**config.mk**
```make
export PLATFORM = sky130hd
export DESIGN_NAME = puf_keygen_ctrl
export DESIGN_NICKNAME = d
export VERILOG_FILES = /design/src/rtl/puf_keygen_ctrl.sv
export SDC_FILE = /design/constraint.sdc
export NUM_CORES = 1
export LEC_CHECK = 0
export CORE_ASPECT_RATIO = 0.75
export CORE_MARGIN = 3
export CORE_UTILIZATION = 25
export CTS_CLUSTER_DIAMETER = 200
export DETAILED_ROUTE_END_ITERATION = 10
export GPL_TIMING_DRIVEN = 0
export HOLD_SLACK_MARGIN = 0.12
export PLACE_DENSITY_LB_ADDON = 0.25
export SLEW_MARGIN = 20
export SYNTH_ARGS = -nofsm -noshare
export SYNTH_HDL_FRONTEND = slang
export SYNTH_SLANG_ARGS = --single-unit
```
**constraint.sdc**
```tcl
create_clock -name Clk -period 7.08 [get_ports Clk]
set_input_delay 1.062 -clock Clk [delete_from_list [all_inputs] [get_ports Clk]]
set_output_delay 1.062 -clock Clk [all_outputs]
set_load 0.005 [all_outputs]
```
**src/rtl/puf_keygen_ctrl.sv**
```systemverilog
// Arbiter-PUF key generation controller: repeated launch/recover evaluations of a
// shared challenge, per-bit majority vote, instability flags and a byte readout port.
module puf_keygen_ctrl #(
   parameter int N_PUF      = 40,
   parameter int CHAL_W     = 40,
   parameter int SETTLE_CYC = 19,
   parameter int N_EVAL     = 5,
   parameter int SEL_W      = 3
) (
   input  logic              Clk,
   input  logic              reset,
   input  logic              i_start,
   input  logic [CHAL_W-1:0] i_challenge_in,
   input  logic [N_PUF-1:0]  i_puf_resp,
   output logic [CHAL_W-1:0] o_chal_out,
   output logic              o_excite,
   output logic              o_busy,
   output logic              o_key_valid,
   output logic [N_PUF-1:0]  o_key,
   output logic [N_PUF-1:0]  o_unstable,
   input  logic [SEL_W-1:0]  i_byte_sel,
   output logic [7:0]        o_byte_out
);

   localparam int CNT_W  = $clog2(N_EVAL + 1);
   localparam int TMR_W  = $clog2(SETTLE_CYC);
   localparam int EVAL_W = (N_EVAL > 1) ? $clog2(N_EVAL) : 1;

   localparam logic [TMR_W-1:0]  TMR_LAST  = TMR_W'(SETTLE_CYC - 1);
   localparam logic [EVAL_W-1:0] EVAL_LAST = EVAL_W'(N_EVAL - 1);
   localparam logic [CNT_W-1:0]  CNT_ALL   = CNT_W'(N_EVAL);
   localparam logic [CNT_W-1:0]  CNT_HALF  = CNT_W'(N_EVAL / 2);

   typedef enum logic [1:0] {IDLE, LAUNCH, RECOVER, DONE} state_t;

   state_t              r_state;
   state_t              w_stateNext;
   logic [TMR_W-1:0]    r_timer;
   logic [EVAL_W-1:0]   r_evalCnt;
   logic [CNT_W-1:0]    r_onesCnt [N_PUF];
   logic [CHAL_W-1:0]   r_chal;
   logic                r_excite;
   logic                r_busy;
   logic                r_keyValid;
   logic [N_PUF-1:0]    r_key;
   logic [N_PUF-1:0]    r_unstable;
   logic [7:0]          r_byteOut;
   logic                w_timerDone;
   logic [N_PUF-1:0]    w_keyShift;

   assign w_timerDone = (r_timer == TMR_LAST);

   always_ff @(posedge Clk) begin
      if (!reset) r_state <= IDLE;
      else        r_state <= w_stateNext;
   end

   always_comb begin
      w_stateNext = r_state;
      case (r_state)
         IDLE:    if (i_start) w_stateNext = LAUNCH;
         LAUNCH:  if (w_timerDone) w_stateNext = RECOVER;
         RECOVER: if (w_timerDone) w_stateNext = (r_evalCnt == EVAL_LAST) ? DONE : LAUNCH;
         DONE:    w_stateNext = IDLE;
         default: w_stateNext = IDLE;
      endcase
   end

   // Excite is registered and toggled on the same edge that changes state, so the
   // line is low for exactly SETTLE_CYC cycles of each launch window.
   always_ff @(posedge Clk) begin
      if (!reset) begin
         r_timer    <= '0;
         r_evalCnt  <= '0;
         r_chal     <= '1;
         r_excite   <= 1'b1;
         r_busy     <= 1'b0;
         r_keyValid <= 1'b0;
         r_key      <= '0;
         r_unstable <= '0;
         for (int i = 0; i < N_PUF; i++) r_onesCnt[i] <= '0;
      end else begin
         case (r_state)
            IDLE: begin
               if (i_start) begin
                  r_chal     <= i_challenge_in;
                  r_keyValid <= 1'b0;
                  r_busy     <= 1'b1;
                  r_evalCnt  <= '0;
                  r_timer    <= '0;
                  r_excite   <= 1'b0;
                  for (int i = 0; i < N_PUF; i++) r_onesCnt[i] <= '0;
               end
            end
            LAUNCH: begin
               if (w_timerDone) begin
                  r_timer  <= '0;
                  r_excite <= 1'b1;
                  for (int i = 0; i < N_PUF; i++)
                     r_onesCnt[i] <= r_onesCnt[i] + CNT_W'(i_puf_resp[i]);
               end else begin
                  r_timer <= r_timer + 1'b1;
               end
            end
            RECOVER: begin
               if (w_timerDone) begin
                  r_timer <= '0;
                  if (r_evalCnt != EVAL_LAST) begin
                     r_evalCnt <= r_evalCnt + 1'b1;
                     r_excite  <= 1'b0;
                  end
               end else begin
                  r_timer <= r_timer + 1'b1;
               end
            end
            DONE: begin
               for (int i = 0; i < N_PUF; i++) begin
                  r_key[i]      <= (r_onesCnt[i] > CNT_HALF);
                  r_unstable[i] <= (r_onesCnt[i] != '0) && (r_onesCnt[i] != CNT_ALL);
               end
               r_keyValid <= 1'b1;
               r_busy     <= 1'b0;
            end
            default: ;
         endcase
      end
   end

   // Shifting by whole bytes naturally yields zero for selects past the key width.
   assign w_keyShift = r_key >> {i_byte_sel, 3'b000};

   always_ff @(posedge Clk) begin
      if (!reset) r_byteOut <= '0;
      else        r_byteOut <= w_keyShift[7:0];
   end

   assign o_chal_out  = r_chal;
   assign o_excite    = r_excite;
   assign o_busy      = r_busy;
   assign o_key_valid = r_keyValid;
   assign o_key       = r_key;
   assign o_unstable  = r_unstable;
   assign o_byte_out  = r_byteOut;

endmodule

```
* After elaboration in Yosys (flattened, before gate mapping)
Memories as Yosys holds them, arrays and structs flattened.
Index checks and enable logic that the tools add are counted.
** Cells by class
- Add/sub/neg operators :: 42
- $mul :: 0
- Divide/modulo/power cells :: 0
- Order comparisons :: 40
- Equality and inequality tests :: 50
- Shifts and indexed selects :: 1
- Mux-type cells :: 109
- Bitwise logic cells :: 80
- Reduce and logical (&&, ||, !) cells :: 92
** Operator list (count)
- $mux 3 :: 83
- $ne 3x3->1 const B :: 41
- $reduce_bool 3->1 :: 41
- $add 3x1->3 :: 40
- $gt 3x2->1 const B :: 40
- $or 1x1->1 :: 80
- $logic_and 1x1->1 :: 40
- $shr 40x6->8 :: 1
- $mux 1 :: 14
- $mux 5 :: 2
- $pmux 5 s2 :: 1
- $mux 2 :: 4
- $ne 2x2->1 const B :: 4
- $pmux 2 s4 :: 1
- $pmux 3 s2 :: 1
- $reduce_and 2->1 :: 3
- $reduce_bool 2->1 :: 3
- $add 5x1->5 const B :: 1
- $eq 5x5->1 const B :: 1
- $reduce_and 5->1 :: 1
- $eq 2x2->1 const B :: 2
- $pmux 1 s2 :: 2
- $reduce_and 4->1 :: 1
- $add 3x1->3 const B :: 1
- other kinds (6) :: 6
** Word-level totals
- Flip-flop bits (word level) :: 141
- Latch bits :: 0
- Memory bits (writable) :: 120
- Memory bits (read-only) :: 0
- Output and inout port bits :: 131
- Logic and storage cells :: 425
- Memories :: 1
** Memory list
- r_onesCnt :: words 40, bits a word 3, read ports 40, clocked after memory_dff 0, wr ports 40, RTL line 40 : logic [CNT_W-1:0] r_onesCnt [N_PUF];

* Depth between registers and ports, before layout
Gate-level depths: netlist of run 1.
- Depth after elaboration :: 6
- Mapped depth :: 7
- Mapped depth without buffers :: 6

* Worst setup path after synthesis of run 1
No wires, ideal clock.
- Path kind :: input -> register
- From :: input port reset
- To :: memory r_onesCnt[0][0] in the netlist's numbering, enable pin
- Library setup time :: 1330 ps
- Arrival time :: 4238 ps
- Required time :: 5750 ps
- Path slack :: 1512 ps
- Stages on the path :: 3
- Path buffers :: 2
- Cells stage by stage :: clkbuf_1 > clkbuf_1 > nand3_1
** RTL lines
- start: declaration :: RTL line 11 : input logic reset,
- end: declaration :: RTL line 40

==> results of run 1 <==
## flip-flops by register name, summed over array words and instances (netlist names)
name / cells
r_onesCnt: 120
o_byte_out: 8
o_unstable: 40
r_timer: 5
o_key: 40
o_chal_out: 40
o_key_valid: 1
o_excite: 1
o_busy: 1
r_evalCnt: 3
r_state: 2
## kinds of logic after synthesis
group | count (synthesis)
simple gates | 327
flops | 261
compound gates | 231
fa+ha+maj | 88
xor+xnor | 81
buf+inv | 66
mux | 9
## area by class of cell
cell class / count / area (sq um)
Timing Repair Buffer: 216 / 2200
Inverter: 9 / 33.8
Buffer: 57 / 239
Clock inverter: 11 / 183
Sequential cell: 261 / 6430
Fill cell: 4503 / 29500
Clock buffer: 45 / 910
Multi-Input combinational cell: 736 / 4810
Tap cell: 586 / 733
## per-stage QoR
stage	setup slack, ns	cell area [sq um]	std cells	utilization, %	total power, mW
global placement	-1.90	14400	1863	31.9	3.28
detailed placement	3.11	14400	1865	32.1	3.27
global route	3.57	15500	1921	34.5	5.23
floorplan	1.51	11500	1063	-	2.67
CTS	3.71	15500	1921	34.5	5.02
finish	3.82	15500	1921	34.5	4.94
## path summary, 6_finish.rpt
check,startpoint,slack [ns],depth (start not counted),endpoint
worst min-delay path,o_chal_out[8],0.46,2,o_chal_out[8]
worst max-delay path,reset,3.82,5,r_onesCnt[3][5]
worst min register to register,o_chal_out[8],0.46,2,o_chal_out[8]
worst max register to register,r_state[0],4.28,6,r_onesCnt[3][5]
## report_power, final
part           internal (mW)  total (mW)  switching [mW]
combinational          0.555        1.13           0.572
clock                   1.07        1.71           0.644
sequential              1.88        2.11           0.230
## cells in the final DEF (no fill, tap or decap), types with 2 or more instances in the layout
master,synthesis,layout
nand3_1,45,44
edfxtp_1,120,120
ha_1,88,88
clkdlybuf4s50_1,0,214
clkbuf_8,0,6
nand4_1,2,2
and2_1,82,82
buf_2,20,20
o21ai_0,88,88
and3_1,2,2
clkbuf_1,36,43
buf_16,0,2
nor3_1,2,2
a22oi_1,9,9
dfxtp_1,141,141
xnor2_1,41,41
inv_1,8,8
xor2_1,40,40
nand2b_1,2,2
nand2_1,87,87
a21oi_1,128,128
nor2_1,95,95
mux4_2,8,8
or4_1,2,2
bufinv_16,0,5
clkinv_1,1,4
a211oi_1,3,3
clkbuf_16,0,32
## worst max-delay path: stages
cell	delay (ns)
clkdlybuf4s50_1	0.54
clkbuf_1	0.46
clkbuf_1	0.50
nand3_4	0.55
buf_16	0.38
## metal layers
layer / global-route usage (%) / wire, microns / up-vias
li1: - / - / 4226
met1: 20.8 / 17600 / 4177
met5: 0 / 0 / -
met4: 2.57 / 576 / 0
met2: 22.1 / 15200 / 204
met3: 3.44 / 2100 / 41
==> qor.yml, run 1 <==
status: "finished clean"
synth_top_area_share_pct: 31.3
synthesis.nets: 1237
cts_tree: "built"
layout-drive-gt1-share_pct: 6.14
synth-xor-area-share_pct: 6.17
max_slew_margin_pct: 36.1
place.gp.congestion: 0.784
synth.top_cells.by_count: "141 x dfxtp_1, 128 x a21oi_1, 120 x edfxtp_1"
synth-compound-area-share_pct: 10.6
power.leakage_nw: 6.22
grt_max_degree: 48
syn_to_final_growth_pct: 35.1
wl_per_cell_microns: 18.5
critPathKind: "primary input to flop"
initial_core_util_pct: 25.5
synth_edf_count: 120
clock-sinks: 261
synthSimpleGateAreaFrac_pct: 13.7
synthCells: 1063
setup_viol: 0
diodes: 0
synthMuxAreaShare_pct: 1.65
async_reset_ff_share_pct: 0
slew_violations: 0
antenna_found_initial: 1
ant_nets: 0
hold_viol_final: 0
yosys_warnings: 0
cts_hold_buf: 0
grt_pass1_wl_microns: 52900
htreeDepth: 1
synth_top_family_by_area: "simple AND/OR/NAND/NOR gates"
finalCritPeriodShare_pct: 46.1
yosysUniqueCellTypes: 36
yosys.area.top_type: "edfxtp_1"
clk_pin_slew_ns: 0.06
period_needed_ns: 3.26
yosys-top-cells-area: "edfxtp_1 31%, dfxtp_1 25%, ha_1 9.6%"
maxCapViolCount: 0
grt_overflow_total: 0
dp_hpwl_microns: 25800
max_slew.worst_pin.slew_ns: 0.959
cts_root_buf: "clkbuf_16"
clk_latency_ns: 0.57
rows: 67
vias: 8648
io_pins: 217
synth.most_common_cell: "dfxtp_1"
first_iter_violations: 504
start_kind: "primary input"
hold_path.class: "flop to flop"
rsz0062_at_grt: "false"
firstDrtPassIters: 6
setup_tns_ns: 0
netlist_area_sq_um: 11500
cts_resized: 0
ys_ff_latch: 261
core_sq_um: 45000
crit_arrival_ns: 3.54
seq_area_frac_synth_pct: 55.9
max_freq_ghz: 0.307
final_nets: 1485
portBuffers: 214
cp.required_ns: 7.36
viasPerCell: 4.50
hold_ws_ns: 0.463
routed_wirelength_microns: 35500
worst_setup_path_end_kind: "flop"
crit_fanout: 45
vdd_drop_max_mv: 0.176
postCtsSetupBuffers: 0
cts_buffers: 30
fin_skew_ns: 0.0166
die_w_microns: 254
synthFlopType: "dfxtp_1"
grt_pass1_vias: 8561
power_density_nw_per_um2: 318
die_area_sq_um: 48600
synthAdderAreaFrac_pct: 9.58
clockBufferDepth: 3
grt_use_total_pct: 14.4
syn_area_per_cell_sq_um: 10.8
die_h_microns: 192
drc: 0
Power figures use the tool's default switching activity.
==> inputs of run 2 (changes only) <==
- clock period: 7.08 -> 3.4 ns (I/O delays scaled with it)
==> run 2 against run 1 <==
Sequential power grew 110%. Via count shrank 0.74%. Clock power grew 74%. Cell area shrank 1.3%. Utilization shrank 0.45 points. First-iteration DRC count shrank 6.0%. Global-route usage grew 0.16 points. Worst hold slack is essentially flat. Cell count is essentially flat.
==> qor.yml, run 2 (same netlist as run 1, synthesis figures left out) <==
cts_tree: "built"  # unchanged
routed_wirelength_microns: 36000  # was 35500 microns
core_sq_um: 45000  # unchanged
slowest_stage: "clkdlybuf4s50_1"  # was nand3_4
top_usage_layer: "met2"  # unchanged
met3_usage_pct: 2.84  # was 3.44%
htreeDepth: 1  # unchanged
mostFrequentLayoutCells: "214 x clkdlybuf4s50_1, 141 x dfxtp_1, 128 x a21oi_1"  # unchanged
multi_input_comb_area_sq_um: 4810  # unchanged
cp-endpoint: "r_onesCnt[1][10]"  # was r_onesCnt[3][5]
max_freq_ghz: 0.356
maxCapViolCount: 0  # unchanged
seq_area_sq_um: 6430  # unchanged
r2r_slack_ns: 0.59  # was 4.28 ns
layout-drive-gt1-share_pct: 6.00  # was 6.14%
pre_cts_slack_ns: -0.0482  # was 3.11 ns
r2r-end: "r_onesCnt[1][10]"  # was r_onesCnt[3][5]
io_pins: 217  # unchanged
die_h_microns: 192  # unchanged
fin_cells: 1920  # was 1921
die_area_sq_um: 48600  # unchanged
cp_cell_sequence: "clkdlybuf4s50_1 -> clkbuf_1 -> clkbuf_1 -> nand3_4 -> buf_12 -> buf_12"  # was clkdlybuf4s50_1 -> clkbuf_1 -> clkbuf_1 -> nand3_4 -> buf_16
r2r_start: "r_state[0]"  # unchanged
grt_pass1_wl_microns: 53400  # was 52900 microns
clockBufferDepth: 3  # unchanged
die_w_microns: 254  # unchanged
largest_reg_flops: 120  # unchanged
dp_hpwl_microns: 26300  # was 25800 microns
worst_setup_path_end_kind: "flop"  # unchanged
period_needed_ns: 2.81
initial_core_util_pct: 25.5  # unchanged
viasPerCell: 4.47  # was 4.50
diodes: 0  # unchanged
worstRegToRegCells: 7  # was 6
dp.cells: 1866  # was 1865
cp_top_family: "buffers and inverters"  # unchanged
hold_path.class: "flop to flop"  # unchanged
crit_fanout: 33  # was 45
place.gp.congestion: 0.777  # was 0.784
firstDrtPassIters: 4  # was 6
portBuffers: 214  # unchanged
critPathBufInv: 5  # was 4
grt_use_total_pct: 14.6  # was 14.4%
vias: 8584  # was 8648
met1_usage_pct: 21.5  # was 20.8%
hold_ws_ns: 0.463  # about the same
clk_pin_slew_ns: 0.06  # about the same
drc: 0  # unchanged
start_kind: "primary input"  # unchanged
grt_max_degree: 39  # was 48
max_slew_margin_pct: 39.8  # was 36.1%
max_slew.worst_pin.slew_ns: 0.903  # was 0.959 ns
internal-power_mw: 6.73  # was 3.50 mW
fillers: 4548  # was 4503
vdd_drop_max_mv: 0.437  # was 0.176 mV
clock-sinks: 261  # unchanged
first_iter_violations: 474  # was 504
wl_per_cell_microns: 18.8  # was 18.5 microns
ant_nets: 0  # unchanged
cts_hold_buf: 0  # unchanged
power.leakage_nw: 6.14  # was 6.22 nW
syn_to_final_growth_pct: 33.3  # was 35.1%
grt_overflow_total: 0  # unchanged
seq_power_share_pct: 45.2  # was 42.6%
p_sw_mw: 3.00  # was 1.45 mW
met2_usage_pct: 22.2  # was 22.1%
crit_arrival_ns: 3.11  # was 3.54 ns
slew_violations: 0  # unchanged
path_depth: 6  # was 5
setup_ws_ns: 0.594  # was 3.82 ns
final_common_cell: "clkdlybuf4s50_1"  # unchanged
status: "finished clean"  # unchanged
power_frac_comb_pct: 24.2  # was 22.8%
slowest_delay_ns: 0.55  # about the same
clk_latency_ns: 0.57  # about the same
top_register: "r_onesCnt"  # unchanged
setup_viol: 0  # unchanged
power_density_nw_per_um2: 635  # was 318 nW/um^2
setup.worst_path.start: "reset"  # unchanged
rows: 67  # unchanged
cts_resized: 0  # unchanged
antenna_found_initial: 0  # was 1
final_nets: 1485  # unchanged
swShare_pct: 30.9  # was 29.3%
postCtsSetupBuffers: 0  # unchanged
cts_root_buf: "clkbuf_16"  # unchanged
hold_viol_final: 0  # unchanged
critPathKind: "primary input to flop"  # unchanged
cp.required_ns: 3.70  # was 7.36 ns
grt_pass1_vias: 8436  # was 8561
p_clk_share_pct: 30.6  # was 34.6%
rsz0062_at_grt: "false"  # unchanged
cts_buffers: 29  # was 30
fin_skew_ns: 0.0165  # was 0.0166 ns
finalCritPeriodShare_pct: 82.5
-- run 2: changes by cell type in the layout (fill, tap and decap cells not counted) --
cell,previous run,this run
buf_16,2,0
bufinv_16,5,0
clkinv_2,1,7
clkinvlp_4,1,0
clkinv_4,0,1
clkbuf_16,32,29
clkbuf_8,6,4
buf_12,0,3
clkbuf_1,43,45
inv_6,1,2
clkinv_1,4,3
-- run 2: layout make-up --
cell class,count,area share [%]
flip-flops and latches,261,41.9
clock inverters,12,0.449
multi-input cells,736,31.4
plain buffers,57,1.56
repair buffers,217,14.4
well taps,586,4.78
inverters,9,0.220
clock buffers,42,5.31
-- run 2: worst min-delay path, stage by stage (launching register included) --
cell and delay [ns]:
dfxtp_1 0.32, nand2_1 0.05, nand3_1 0.06
-- run 2: per-stage QoR --
| stage | cell area, sq um | total power, mW | TNS (ns) | utilization (%) |
|---|---|---|---|---|
| after floorplan | 11500 | 5.54 | 0 | - |
| after global placement | 14400 | 6.78 | -124.82 | 31.9 |
| after detailed placement | 14400 | 6.82 | -1.16 | 32.1 |
| after CTS | 15300 | 9.86 | 0 | 34.0 |
| after global routing | 15300 | 10.3 | 0 | 34.0 |
| final | 15300 | 9.73 | 0 | 34.0 |
-- run 2: metal layers --
metal  up-vias  wire length [microns]
li1       4218                      -
met1      4141                  18100
met2       187                  15400
met3        38                   1960
met4         0                    582
met5         -                      0
-- run 2: power by group through the flow --
stage / Combinational (mW) / Sequential, mW / Clock [mW]
2_1_floorplan: 1.19 / 4.35 / 0
3_3_place_gp: 2.32 / 4.46 / 0
3_5_place_dp: 2.37 / 4.46 / 0
4_1_cts: 2.39 / 4.40 / 3.08
5_1_grt: 2.65 / 4.47 / 3.20
6_report: 2.35 / 4.40 / 2.98
-- run 2: how the worst min path moves through the flow --
| stage | from | endpoint | slack, ns | cells past startpoint |
|---|---|---|---|---|
| global placement | o_chal_out[9] | o_chal_out[9] | 0.45 | 2 |
| global route | o_chal_out[8] | o_chal_out[8] | 0.48 | 2 |
| CTS | o_chal_out[35] | o_chal_out[35] | 0.47 | 2 |
| floorplan | o_busy | o_busy | 0.46 | 2 |
| detailed placement | o_chal_out[35] | o_chal_out[35] | 0.45 | 2 |
| finish | o_chal_out[35] | o_chal_out[35] | 0.46 | 2 |
